**config.mk**
```make
export PLATFORM = sky130hd
export DESIGN_NAME = control_fsm_flat
export DESIGN_NICKNAME = d
export VERILOG_FILES = /design/src/rtl/bitblaster_pkg.sv /design/src/rtl/control_fsm_if.sv /design/src/rtl/dec2to4.sv /design/src/rtl/control_fsm.sv /design/src/flat_wrapper.sv
export SDC_FILE = /design/constraint.sdc
export NUM_CORES = 1
export LEC_CHECK = 0
export BUFFER_PORTS_ARGS = -buffer_cell sky130_fd_sc_hd__buf_2
export CAP_MARGIN = 10
export CORE_MARGIN = 2
export CORE_UTILIZATION = 46
export DETAILED_ROUTE_END_ITERATION = 8
export PLACE_DENSITY = 0.76
export SYNTH_ARGS = -nofsm -noshare
export SYNTH_HDL_FRONTEND = slang
export SYNTH_SLANG_ARGS = --single-unit
```
**constraint.sdc**
```tcl
create_clock -name CLKb -period 3.5 [get_ports CLKb]
set_clock_uncertainty 0.15 [all_clocks]
set_input_delay 0.7 -clock CLKb [delete_from_list [all_inputs] [get_ports CLKb]]
set_output_delay 0.7 -clock CLKb [all_outputs]
set_load 0.01 [all_outputs]
```
**src/rtl/bitblaster_pkg.sv**
```systemverilog
// rtl/bitblaster_pkg.sv - shared FN/opcode constants, FSM state type and instruction decode
package bitblaster_pkg;

  localparam logic [3:0] FN_LOAD = 4'b0000;
  localparam logic [3:0] FN_COPY = 4'b0001;
  localparam logic [3:0] FN_ADD  = 4'b0010;
  localparam logic [3:0] FN_SUB  = 4'b0011;
  localparam logic [3:0] FN_INV  = 4'b0100;
  localparam logic [3:0] FN_FLP  = 4'b0101;
  localparam logic [3:0] FN_AND  = 4'b0110;
  localparam logic [3:0] FN_OR   = 4'b0111;
  localparam logic [3:0] FN_XOR  = 4'b1000;
  localparam logic [3:0] FN_LSL  = 4'b1001;
  localparam logic [3:0] FN_LSR  = 4'b1010;
  localparam logic [3:0] FN_ASR  = 4'b1011;
  localparam logic [3:0] FN_ADDI = 4'b1100;
  localparam logic [3:0] FN_SUBI = 4'b1101;

  localparam logic [1:0] OP_REG  = 2'b00;
  localparam logic [1:0] OP_ADDI = 2'b10;
  localparam logic [1:0] OP_SUBI = 2'b11;

  typedef enum logic [1:0] {IDLE, T1, T2, T3} state_t;

  typedef enum logic [2:0] {CL_LD, CL_CP, CL_ILL, CL_ALU, CL_IMM, CL_INV, CL_FLP} iclass_t;

  typedef struct packed {
    iclass_t    cls;
    logic [3:0] fn;
  } decode_t;

  // Illegal words decode to FN 0000 so FN stays quiet during their single step.
  function automatic decode_t decode(input logic [9:0] ir);
    decode_t d;
    d.cls = CL_ILL;
    d.fn  = FN_LOAD;
    case (ir[9:8])
      OP_REG: begin
        if (ir[3:0] < FN_ADDI) begin
          d.fn = ir[3:0];
          case (ir[3:0])
            FN_LOAD: d.cls = CL_LD;
            FN_COPY: d.cls = CL_CP;
            FN_INV:  d.cls = CL_INV;
            FN_FLP:  d.cls = CL_FLP;
            default: d.cls = CL_ALU;
          endcase
        end
      end
      OP_ADDI: begin
        d.cls = CL_IMM;
        d.fn  = FN_ADDI;
      end
      OP_SUBI: begin
        d.cls = CL_IMM;
        d.fn  = FN_SUBI;
      end
      default: d.cls = CL_ILL;
    endcase
    return d;
  endfunction

endpackage

```
**src/rtl/control_fsm_if.sv**
```systemverilog
// rtl/control_fsm_if.sv - instruction/handshake and datapath control bundle
interface control_fsm_if #(parameter int NREG = 4);
  logic [9:0]      INSTR;
  logic            Exec;
  logic            IRin;
  logic [9:0]      IR;
  logic [NREG-1:0] Rin;
  logic [NREG-1:0] Rout;
  logic            ExtOut;
  logic            ImmOut;
  logic            Ain;
  logic            Gin;
  logic            Gout;
  logic [3:0]      FN;
  logic            Busy;
  logic            Done;

  modport master (
    output INSTR, Exec,
    input  IRin, IR, Rin, Rout, ExtOut, ImmOut, Ain, Gin, Gout, FN, Busy, Done
  );

  modport slave (
    input  INSTR, Exec,
    output IRin, IR, Rin, Rout, ExtOut, ImmOut, Ain, Gin, Gout, FN, Busy, Done
  );
endinterface

```
**src/rtl/dec2to4.sv**
```systemverilog
// rtl/dec2to4.sv - 2-bit select to one-hot decoder with enable
module dec2to4 #(
  parameter int N = 4
) (
  input  logic         en_i,
  input  logic [1:0]   sel_i,
  output logic [N-1:0] onehot_o
);

  always_comb begin
    onehot_o = '0;
    if (en_i) onehot_o = {{(N-1){1'b0}}, 1'b1} << sel_i;
  end

endmodule

```
**src/rtl/control_fsm.sv**
```systemverilog
// rtl/control_fsm.sv - multi-cycle instruction sequencer driving register file and ALU controls
module control_fsm
  import bitblaster_pkg::*;
#(
  parameter int NREG = 4
) (
  input  logic          CLKb,
  input  logic          RSTb,
  control_fsm_if.slave  bus
);

  state_t     state_q, state_d;
  logic [9:0] ir_q, ir_d;
  logic       armed_q, armed_d;
  decode_t    dec;
  logic       load;

  logic       rin_en, rout_en;
  logic [1:0] rin_sel, rout_sel;
  logic       ext_out, imm_out, ain, gin, gout, done;

  assign dec  = decode(ir_q);
  assign load = (state_q == IDLE) && bus.Exec && armed_q;

  // armed re-arms only on an edge that sees Exec low, so a held Exec cannot re-trigger.
  always_comb begin
    ir_d    = load ? bus.INSTR : ir_q;
    armed_d = armed_q;
    if (load)           armed_d = 1'b0;
    else if (!bus.Exec) armed_d = 1'b1;
  end

  always_ff @(negedge CLKb or negedge RSTb) begin
    if (!RSTb) begin
      state_q <= IDLE;
      ir_q    <= '0;
      armed_q <= 1'b1;
    end else begin
      state_q <= state_d;
      ir_q    <= ir_d;
      armed_q <= armed_d;
    end
  end

  always_comb begin
    state_d  = state_q;
    rin_en   = 1'b0;
    rout_en  = 1'b0;
    rin_sel  = ir_q[7:6];
    rout_sel = ir_q[7:6];
    ext_out  = 1'b0;
    imm_out  = 1'b0;
    ain      = 1'b0;
    gin      = 1'b0;
    gout     = 1'b0;
    done     = 1'b0;
    case (state_q)
      IDLE: if (load) state_d = T1;
      T1: begin
        state_d = T2;
        case (dec.cls)
          CL_LD: begin
            ext_out = 1'b1;
            rin_en  = 1'b1;
            done    = 1'b1;
            state_d = IDLE;
          end
          CL_CP: begin
            rout_en  = 1'b1;
            rout_sel = ir_q[5:4];
            rin_en   = 1'b1;
            done     = 1'b1;
            state_d  = IDLE;
          end
          CL_ILL: begin
            done    = 1'b1;
            state_d = IDLE;
          end
          CL_INV: ;
          CL_FLP: begin
            rout_en  = 1'b1;
            rout_sel = ir_q[5:4];
            ain      = 1'b1;
          end
          default: begin
            rout_en = 1'b1;
            ain     = 1'b1;
          end
        endcase
      end
      T2: begin
        state_d  = T3;
        gin      = 1'b1;
        rout_sel = ir_q[5:4];
        // flp operates on A alone, so nothing drives the bus in this step.
        case (dec.cls)
          CL_IMM:  imm_out = 1'b1;
          CL_FLP:  ;
          default: rout_en = 1'b1;
        endcase
      end
      T3: begin
        state_d = IDLE;
        gout    = 1'b1;
        rin_en  = 1'b1;
        done    = 1'b1;
      end
      default: state_d = IDLE;
    endcase
  end

  dec2to4 #(.N(NREG)) u_rin_dec (
    .en_i     (rin_en),
    .sel_i    (rin_sel),
    .onehot_o (bus.Rin)
  );

  dec2to4 #(.N(NREG)) u_rout_dec (
    .en_i     (rout_en),
    .sel_i    (rout_sel),
    .onehot_o (bus.Rout)
  );

  assign bus.IRin   = load && RSTb;
  assign bus.IR     = ir_q;
  assign bus.ExtOut = ext_out;
  assign bus.ImmOut = imm_out;
  assign bus.Ain    = ain;
  assign bus.Gin    = gin;
  assign bus.Gout   = gout;
  assign bus.Done   = done;
  assign bus.Busy   = (state_q != IDLE);
  assign bus.FN     = (state_q != IDLE) ? dec.fn : 4'b0000;

endmodule

```
**src/flat_wrapper.sv**
```systemverilog
// flat-port wrapper written by rule: the top's interface ports become plain ports
module control_fsm_flat import bitblaster_pkg::*;
#(
  parameter int NREG = 4
)
  (CLKb, RSTb, bus_INSTR, bus_Exec, bus_IRin, bus_IR, bus_Rin, bus_Rout, bus_ExtOut, bus_ImmOut, bus_Ain, bus_Gin, bus_Gout, bus_FN, bus_Busy, bus_Done);
  control_fsm_if #(.NREG(NREG)) bus_i ();
  input  logic CLKb;
  input  logic RSTb;
  input wire logic [$bits(bus_i.INSTR)-1:0] bus_INSTR;
  input wire logic [$bits(bus_i.Exec)-1:0] bus_Exec;
  output wire logic [$bits(bus_i.IRin)-1:0] bus_IRin;
  output wire logic [$bits(bus_i.IR)-1:0] bus_IR;
  output wire logic [$bits(bus_i.Rin)-1:0] bus_Rin;
  output wire logic [$bits(bus_i.Rout)-1:0] bus_Rout;
  output wire logic [$bits(bus_i.ExtOut)-1:0] bus_ExtOut;
  output wire logic [$bits(bus_i.ImmOut)-1:0] bus_ImmOut;
  output wire logic [$bits(bus_i.Ain)-1:0] bus_Ain;
  output wire logic [$bits(bus_i.Gin)-1:0] bus_Gin;
  output wire logic [$bits(bus_i.Gout)-1:0] bus_Gout;
  output wire logic [$bits(bus_i.FN)-1:0] bus_FN;
  output wire logic [$bits(bus_i.Busy)-1:0] bus_Busy;
  output wire logic [$bits(bus_i.Done)-1:0] bus_Done;
  assign bus_i.INSTR = bus_INSTR;
  assign bus_i.Exec = bus_Exec;
  assign bus_IRin = bus_i.IRin;
  assign bus_IR = bus_i.IR;
  assign bus_Rin = bus_i.Rin;
  assign bus_Rout = bus_i.Rout;
  assign bus_ExtOut = bus_i.ExtOut;
  assign bus_ImmOut = bus_i.ImmOut;
  assign bus_Ain = bus_i.Ain;
  assign bus_Gin = bus_i.Gin;
  assign bus_Gout = bus_i.Gout;
  assign bus_FN = bus_i.FN;
  assign bus_Busy = bus_i.Busy;
  assign bus_Done = bus_i.Done;
  control_fsm #(.NREG(NREG)) u_core (.CLKb(CLKb), .RSTb(RSTb), .bus(bus_i));
endmodule
```
==> results of run 1 <==
[kinds of logic after synthesis]
kind of cell / count (synthesis) / synth area share, %
AND/OR/NAND/NOR: 39 / 23.55
adder cells (fa/ha/maj): 5 / 6.579
flip-flops: 13 / 34.34
multiplexers: 11 / 13.03
AO/OA/AOI/OAI: 21 / 15.26
buffers and inverters: 15 / 7.236
[what timing repair did]
item	in CTS
buffers inserted	3
setup endpoints to repair	30
pin swaps	6
gates resized for setup	48
[cells in the mapped netlist (2+ instances only)]
master,instances,area share [%]
a21oi_1,3,1.6
a31o_2,2,1.8
a31oi_1,4,2.6
and2b_2,2,1.8
and3_1,3,2.0
dfrtn_1,12,32
ha_1,5,6.6
inv_1,11,4.3
mux2_2,11,13
nand2_1,8,3.2
nand3_1,3,1.6
nor2_1,11,4.3
nor3b_1,2,1.6
nor4b_1,2,1.8
o21ai_0,5,2.6
[metrics by stage]
stage | instance area [µm²] | util [%]
after floorplan | 1065 | -
after global placement | 1538 | 78.38
after detailed placement | 1538 | 78.38
after CTS | 1814 | 92.47
[routing by layer]
| layer | GRT overflow | GRT usage (%) |
|---|---|---|
| met4 | 7 | 75.00 |
| met1 | 1 | 73.11 |
| met3 | 0 | 46.97 |
| met2 | 2 | 88.06 |
| met5 | 0 | 0 |
==> results.cfg, run 1 <==
[yosys]
synth-seq-cells = 13
synth_warnings = 0
async_flop_share_pct = 100.0
yosys.cell_types.count = 35
synth_fp_nets = 122
syn-mean-instance-area_um2 = 9.143
yosysSeqAreaShare_pct = 34.34
syn_inst = 104
synth-main-ff-cell = dfrtn_1
synth-edff-count = 0
netlist_area_um2 = 950.9

[status]
error = [ERROR GRT-0232] Routing congestion too high. Check the congestion heatmap in the GUI.
stop_stage = global routing (5_1_grt)
status = stopped before the end

[placement]
portBuffers = 42
dp_worst_setup_slack_ns = -1.096
dp_cells = 204
globalplace.congestion = 0.8934
place_hpwl_um = 2465

[timing]
worstEpCategory = top-level output
postGrtWorstEndpoint = bus_Rout[0]

[cts]
postCtsHoldBufs = 0
htree_levels = 1
root_buffer = clkbuf_4
numCtsBuffers = 3
clk_path_buf_depth = 2
cts.sinks = 13

[floorplan]
num_rows = 16
die_y_um = 49.47
die_x_um = 49.47
initial_core_util_pct = 48.47
ios = 43

[grt]
overflow = 10
grt_max_degree = 15
grt_usage_pct = 70.11
==> inputs of run 2 (changes only) <==
- CORE_AREA: default -> 2 2 63 65
- CORE_MARGIN: 2 -> default
- CORE_UTILIZATION: 46 -> default
- DIE_AREA: default -> 0 0 65 67
- PLACE_DENSITY: 0.76 -> default
- PLACE_DENSITY_LB_ADDON: default -> 0.15
==> results.cfg, run 2 <==
[status]
status = finished with violations
violations = setup timing

[yosys]
ys_top_cells_by_area = dfrtn_1 32%, mux2_2 13%, ha_1 6.6%
netlist_area_um2 = 950.9
syn_inst = 104
syn-mean-instance-area_um2 = 9.143
synth_fp_nets = 122
synthTopCellsByCount = 12 x dfrtn_1, 11 x inv_1, 11 x mux2_2, 11 x nor2_1, 8 x nand2_1
yosysTopAreaCellShare_pct = 31.58
yosysSeqAreaShare_pct = 34.34
async_flop_share_pct = 100.0
synth-main-ff-cell = dfrtn_1
yosysTopAreaCell = dfrtn_1
synth_warnings = 0
synth.most_common_cell = dfrtn_1
yosys.cell_types.count = 35
synth-seq-cells = 13
synth-edff-count = 0

[cells_and_area]
fin_area_um2 = 1924
fin_nets = 208
final_common_cell = buf_6
largest_reg_flops = 10
syn_to_final_growth_pct = 102.4
diodes = 0
drive_gt1_share_pct = 74.07
final_cell_mix = 34 x buf_6, 26 x buf_2, 25 x buf_4
fin_cells = 237

[critical_path]
cp_slowest_stage_delay_ns = 0.54
crit_family = simple AND/OR/NAND/NOR gates
critPathMaxFanout = 4
cp_data_arrival_time_ns = 4.08
r2r_cells = 6
cp.required_ns = 2.65
cp_slowest_cell = or4_4
cp_cell_sequence = or4_4 > nand2_2 > and4b_1 > a2111o_1 > nor4b_2 > buf_2
critPathKind = flop to output port
worstPathBufferInverterCount = 1
cp-end-kind = output port
crit_path_start_kind = flop
path_depth = 6

[cts]
htree_levels = 1
numCtsBuffers = 3
insertion_delay_ns = 0.31
clk_path_buf_depth = 2
cts.sinks = 13
clk_pin_slew_ns = 0.05
root_buffer = clkbuf_8
cts_tree = yes
postCtsHoldBufs = 0

[route]
drc = 0
vias = 1107
avgViaCountPerCell = 4.671
antenna_left = 0
routed_wirelength_um = 3278
post_drt_wl_per_cell_um = 13.83
drtIter0Drc = 12
dr.pass1.iters = 4

[floorplan]
die_x_um = 65
die_y_um = 67
num_rows = 22
initial_core_util_pct = 26.37
ios = 43
die_area_um2 = 4355
coreArea_um2 = 3606

[timing]
rsz0062_at_grt = yes
hold_violations = 0
setup_slack_ns = -1.432
maxSlewHeadroom_pct = 76.43
fin_setup_tns_ns = -17.40
setup_violations = 29
final_max_slew_viol_count = 0
whs_ns = 0.3950
worstMarginPinSlew_ns = 0.3536

[worst_hold_path]
holdPathStages = 2
hold_path.class = flop to flop

[flow_run]
maxCapViolCount = 0

[grt]
grt_usage_pct = 16.54
grt_pass1_vias = 1103
overflow = 0
antenna_found_initial = 0
grt_pass1_wl_um = 5326
grt_max_degree = 15

[placement]
globalplace.congestion = 0.7878
portBuffers = 42
place_hpwl_um = 2508
postPlaceCellArea_um2 = 1544
dp_cells = 224

[pwr]
power_mw = 1.994
ir_drop_uv = 372.0
p_leak_nw = 0.9245
powerDensity_nw_per_um2 = 1036
-- run 2: cell counts after synthesis --
No cell type changed its count.
-- run 2: cells by family after synthesis --
group	synth area share (%)
multiplexers	13.03
adder cells (fa/ha/maj)	6.579
AO/OA/AOI/OAI	15.26
buffers and inverters	7.236
AND/OR/NAND/NOR	23.55
flip-flops	34.34
-- run 2: what timing repair did --
action,CTS,global route
pin swaps,15,8
setup buffers,9,3
hold endpoints to repair,0,0
setup endpoints to repair,30,30
gates resized for setup,41,14
-- run 2: tightest hold or removal path, delay by kind of cell, from the launching register on --
family / cells / cell delay, ns
buf+inv: 1 / 0.05
compound gates: 1 / 0.09
flops: 1 / 0.38
-- run 2: metrics by stage --
| step | setup slack, ns | util (%) |
|---|---|---|
| floorplan | -1.174 | - |
| global placement | -1.087 | 42.82 |
| detailed placement | -1.158 | 42.82 |
| CTS | -1.426 | 51.42 |
| global route | -1.531 | 53.37 |
| finish | -1.432 | 53.37 |
-- run 2: where the power goes --
part	internal (mW)	switching (mW)	leakage (nW)	total [mW]
sequential	0.233	0.0696	0.154	0.303
combinational	0.856	0.689	0.744	1.54
clock	0.0799	0.0672	0.0270	0.147
total	1.17	0.826	0.924	1.99
-- run 2: metal layers --
layer / vias to the layer above / share of wire, % / GRT usage (%)
met1: 544 / 40 / 18.32
met2: 18 / 56 / 30.80
met5: - / 0 / 0
met3: 4 / 2.9 / 3.378
li1: 541 / - / -
met4: 0 / 1.5 / 6.383
-- run 2: final timing paths --
| path | slack (ns) | from | endpoint |
|---|---|---|---|
| worst min-delay path | 0.40 | u_core.armed_q$_DFFE_NN1P_ | u_core.armed_q$_DFFE_NN1P_ |
| worst max-delay path | -1.43 | u_core.bus.IR[2]$_DFFE_NN0P_ | bus_Rout[2] |
| worst min register to register | 0.40 | u_core.armed_q$_DFFE_NN1P_ | u_core.armed_q$_DFFE_NN1P_ |
| worst max register to register | 1.65 | u_core.bus.IR[2]$_DFFE_NN0P_ | flop |
| max in group asynchronous | 1.01 | RSTb | u_core.armed_q$_DFFE_NN1P_ |
| min in group asynchronous | 1.82 | RSTb | u_core.bus.IR[2]$_DFFE_NN0P_ |
-- run 2: final cells by class --
cell class,count,area [µm²]
fillers,332,1682
multi-input cells,76,747.0
repair buffers,85,700.7
flip-flops and latches,13,326.6
well taps,48,60.06
clock buffers,3,41.29
inverters,10,40.04
clock inverters,2,8.758
(Power assumes the default switching activity.)
==> inputs of run 3 (changes only) <==
--- a/config.mk
+++ b/config.mk
@@ -9,4 +9,5 @@
 export CAP_MARGIN = 10
 export CORE_AREA = 2 2 63 65
+export CTS_CLUSTER_SIZE = 30
 export DETAILED_ROUTE_END_ITERATION = 8
 export DIE_AREA = 0 0 65 67
==> constraint.sdc (replaced) <==
create_clock -name CLKb -period 3.5 [get_ports CLKb]
set_clock_uncertainty 0.15 [all_clocks]
set_input_delay 0.35 -clock CLKb [delete_from_list [all_inputs] [get_ports CLKb]]
set_output_delay 0.35 -clock CLKb [all_outputs]
set_load 0.01 [all_outputs]
==> results.cfg, run 3 (synthesized netlist as in run 2, its figures left out) <==
[critical_path]
cp_slowest_stage_delay_ns = 0.54
cp_slowest_cell = or4_4
cp_data_arrival_time_ns = 4.03
worstPathBufferInverterCount = 1
cp.required_ns = 3.00
critPathMaxFanout = 4
cp_cell_sequence = or4_4 > nand2_2 > and4b_1 > a2111o_1 > and4bb_2 > buf_6
crit_family = simple AND/OR/NAND/NOR gates
cp-end-kind = output port
critPathKind = flop to output port
crit_path_start_kind = flop

[floorplan]
die_area_um2 = 4355
coreArea_um2 = 3606
die_x_um = 65
num_rows = 22
initial_core_util_pct = 26.37
ios = 43
die_y_um = 67

[route]
routed_wirelength_um = 2955
post_drt_wl_per_cell_um = 12.52
drc = 0
antenna_left = 0
avgViaCountPerCell = 4.619
vias = 1090
drtIter0Drc = 24
dr.pass1.iters = 2

[cells_and_area]
final_common_cell = buf_2
fin_nets = 207
register_area_um2 = 326.6
diodes = 0
final_cell_mix = 38 x buf_2, 31 x buf_4, 14 x buf_6
drive_gt1_share_pct = 75.00
multi_input_area_um2 = 743.2
fillers = 356
syn_to_final_growth_pct = 90.53
largest_reg_flops = 10
fin_area_um2 = 1812

[timing]
worstMarginPinSlew_ns = 0.3091
setup_violations = 18
final_max_slew_viol_count = 0
maxSlewHeadroom_pct = 79.40
rsz0062_at_grt = yes
hold_violations = 0
setup_slack_ns = -1.029

[pwr]
ir_drop_uv = 435.8
powerDensity_nw_per_um2 = 1020
power_mw = 1.848
p_leak_nw = 0.8873

[cts]
root_buffer = clkbuf_8
clk_pin_slew_ns = 0.04
htree_levels = 1
clk_path_buf_depth = 2
postCtsHoldBufs = 0
insertion_delay_ns = 0.30
cts_tree = yes
cts.sinks = 13
numCtsBuffers = 3

[grt]
overflow = 0
grt_pass1_wl_um = 4650
grt_max_degree = 15
grt_pass1_vias = 993
grt_usage_pct = 14.17
antenna_found_initial = 0

[placement]
postPlaceCellArea_um2 = 1490
portBuffers = 42
place_hpwl_um = 2311
globalplace.congestion = 0.7876

[status]
violations = setup timing
status = finished with violations

[flow_run]
maxCapViolCount = 0

[worst_hold_path]
hold_path.class = flop to flop
## run 3: cell types whose count changed in the layout (fill, tap and decap cells not counted), moves of 2 or more
cell    change
nor2_2      +4
nor2_4      -3
buf_6      -20
buf_2      +12
buf_4       +6
inv_2       +2
## run 3: final cells by class
class                           count  area share [%]
Clock buffer                        4           2.486
Clock inverter                      1          0.2072
Inverter                           10           2.072
Multi-Input combinational cell     76           41.02
Sequential cell                    13           18.02
Tap cell                           48           3.315
Timing Repair Buffer               84           32.87
## run 3: where the power goes
group	total [mW]	leakage (nW)	switching (mW)	internal (mW)
logic	1.41	0.706	0.657	0.755
registers	0.299	0.154	0.0661	0.233
clock network	0.136	0.0281	0.0546	0.0818
## run 3: metrics by stage
step / instances / TNS, ns / hold slack [ns] / setup slack (ns) / utilization (%)
finish: 236 / -9.672 / 0.3781 / -1.029 / 50.24
global route: 236 / -10.95 / 0.3989 / -1.127 / 50.24
CTS: 231 / -9.433 / 0.3794 / -1.037 / 47.22
detailed placement: 223 / -6.430 / 0.3596 / -0.7648 / 41.33
global placement: 223 / -5.875 / 0.3318 / -0.7247 / 41.33
floorplan: 104 / -5.283 / 0.3054 / -0.8236 / -
## run 3: final timing paths
check / slack [ns] / start / end / cells past startpoint
min in group asynchronous: 1.46 / RSTb / u_core.bus.IR[9]$_DFFE_NN0P_ / 1
min reg2reg: 0.38 / u_core.bus.IR[5]$_DFFE_NN0P_ / u_core.bus.IR[5]$_DFFE_NN0P_ / 1
max reg2reg: 1.68 / flop / u_core.bus.IR[6]$_DFFE_NN0P_ / 6
max in group asynchronous: 1.38 / RSTb / u_core.armed_q$_DFFE_NN1P_ / 1
max: -1.03 / u_core.bus.IR[2]$_DFFE_NN0P_ / bus_Rout[0] / 6
min: 0.38 / u_core.bus.IR[5]$_DFFE_NN0P_ / u_core.bus.IR[5]$_DFFE_NN0P_ / 1
## run 3: timing repair
| item | 4_1_cts | 5_1_grt |
|---|---|---|
| buffers inserted | 4 | 6 |
| pin swaps | 8 | 11 |
| endpoints found under the setup margin | 19 | 20 |
| resized for setup | 33 | 18 |
| gates cloned | 0 | 0 |
## run 3: per-layer routing
metal,routed length (µm),GRT usage [%]
met5,0,0
met4,53,7.181
met3,106,1.182
met2,1450,25.39
met1,1345,16.87
==> inputs of run 4 (changes only) <==
- PLACE_DENSITY_LB_ADDON: 0.15 -> default
==> results.cfg, run 4 (synthesized netlist as in run 2, its figures left out) <==
[status]
status = finished with violations
violations = setup timing

[floorplan]
coreArea_um2 = 3606
die_area_um2 = 4355
ios = 43
die_y_um = 67
die_x_um = 65
num_rows = 22
initial_core_util_pct = 26.37

[pwr]
ir_drop_uv = 264.1
p_leak_nw = 0.9124
comb_power_share_pct = 77.3
power_mw = 1.922
switching_power_mw = 0.8336
powerDensity_nw_per_um2 = 1041
seqPwrFrac_pct = 15.4
netSwitchingFraction_pct = 43.37
intPower_mw = 1.088
clock_power_share_pct = 7.2

[placement]
place_hpwl_um = 2408
globalplace.congestion = 0.8295
dp_worst_setup_slack_ns = -0.7897
portBuffers = 42
dp_cells = 223
postPlaceCellArea_um2 = 1490

[worst_hold_path]
holdPathStages = 2
hold_path.class = flop to flop
hold_end = u_core.armed_q$_DFFE_NN1P_
holdCritStartpoint = u_core.armed_q$_DFFE_NN1P_

[cells_and_area]
syn_to_final_growth_pct = 94.08
fin_cells = 238
drive_gt1_share_pct = 72.11
largest_reg_flops = 10
final_cell_mix = 36 x buf_2, 35 x buf_4, 15 x buf_6
fin_nets = 209
final_common_cell = buf_2
fin_area_um2 = 1846
fin_util_pct = 51.18
diodes = 0

[route]
antenna_left = 0
post_drt_wl_per_cell_um = 14.34
routed_wirelength_um = 3414
vias = 1136
dr.pass1.iters = 4
drt-met1-wl_um = 1401
drtIter0Drc = 37
wl_met2_um = 1852
drc = 0
top_layer_used = met4
avgViaCountPerCell = 4.773
wl_met3_um = 143

[critical_path]
cp_cell_sequence = or4_4 > nand2_2 > and4b_1 > a2111o_1 > nor4b_2 > buf_2
cp.required_ns = 3.00
r2r_cells = 6
r2r_slack_ns = 1.62
crit_start = u_core.bus.IR[2]$_DFFE_NN0P_
critPathMaxFanout = 4
timing.rr.start = u_core.bus.IR[2]$_DFFE_NN0P_
cp_data_arrival_time_ns = 4.05
crit_path_start_kind = flop
critPathKind = flop to output port
cp_slowest_cell = or4_4
cp_slowest_stage_delay_ns = 0.54
cp-end-kind = output port

[timing]
whs_ns = 0.3892
fin_setup_tns_ns = -9.884
hold_violations = 0
setup_slack_ns = -1.050
worstMarginPinSlew_ns = 0.3387
final_max_slew_viol_count = 0
rsz0062_at_grt = yes
setup_violations = 18
maxSlewHeadroom_pct = 77.18

[grt]
antenna_found_initial = 0
grt_max_degree = 15
grt_usage_pct = 15.65
grt_pass1_wl_um = 5223
overflow = 0
grt_pass1_vias = 1122

[cts]
cts.sinks = 13
clk_pin_slew_ns = 0.05
htree_levels = 1
root_buffer = clkbuf_8
cts_tree = yes
numCtsBuffers = 3
postCtsHoldBufs = 0
clk_path_buf_depth = 2
insertion_delay_ns = 0.31

[flow_run]
maxCapViolCount = 0
## run 4: cell types whose count changed in the layout (fill, tap and decap cells not counted), moves of 2 or more
| cell | previous run | this run |
|---|---|---|
| buf_4 | 31 | 35 |
| inv_1 | 6 | 9 |
| buf_2 | 38 | 36 |
| inv_2 | 5 | 3 |
| nand2_2 | 3 | 1 |
| nor2_2 | 6 | 4 |
## run 4: final cells by class
class,instances,area (µm²)
clock inverters,2,7.507
flip-flops and latches,13,326.6
multi-input cells,76,760.7
inverters,10,37.54
clock buffers,3,41.29
fillers,332,1760
well taps,48,60.06
repair buffers,86,611.8
## run 4: worst max path at each step
stage	to	cells past startpoint	slack, ns
after floorplan	bus_Rout[1]	6	-0.82
after global routing	bus_Rout[2]	8	-1.12
after CTS	bus_Rout[2]	6	-1.05
after detailed placement	bus_Rout[2]	6	-0.79
final	bus_Rout[2]	6	-1.05
after global placement	bus_Rout[0]	6	-0.73
## run 4: critical path, delay by kind of cell (launching register included)
kind                   cells  cell delay, ns
flip-flops                 1            0.34
AO/OA/AOI/OAI              1            0.42
buffers and inverters      1            0.18
AND/OR/NAND/NOR            4            1.09
## run 4: metal layers
layer | vias to the layer above | global-route usage [%]
met3 | 2 | 2.534
li1 | 541 | -
met2 | 32 | 29.25
met1 | 561 | 18.24
met4 | 0 | 4.521
met5 | - | 0
## run 4: repair_timing
action                     in CTS  in global routing
gates resized for setup        28                 19
setup buffers                   5                  6
setup endpoints to repair      19                 20
pin swaps                      11                  5
## run 4: power groups by stage
stage	registers (mW)	logic, mW	clock network (mW)
6_report	0.296	1.49	0.139
5_1_grt	0.307	1.60	0.150
4_1_cts	0.291	1.30	0.140
3_5_place_dp	0.289	1.10	0.00358
3_3_place_gp	0.285	1.08	0.00358
2_1_floorplan	0.340	0.548	0.00358
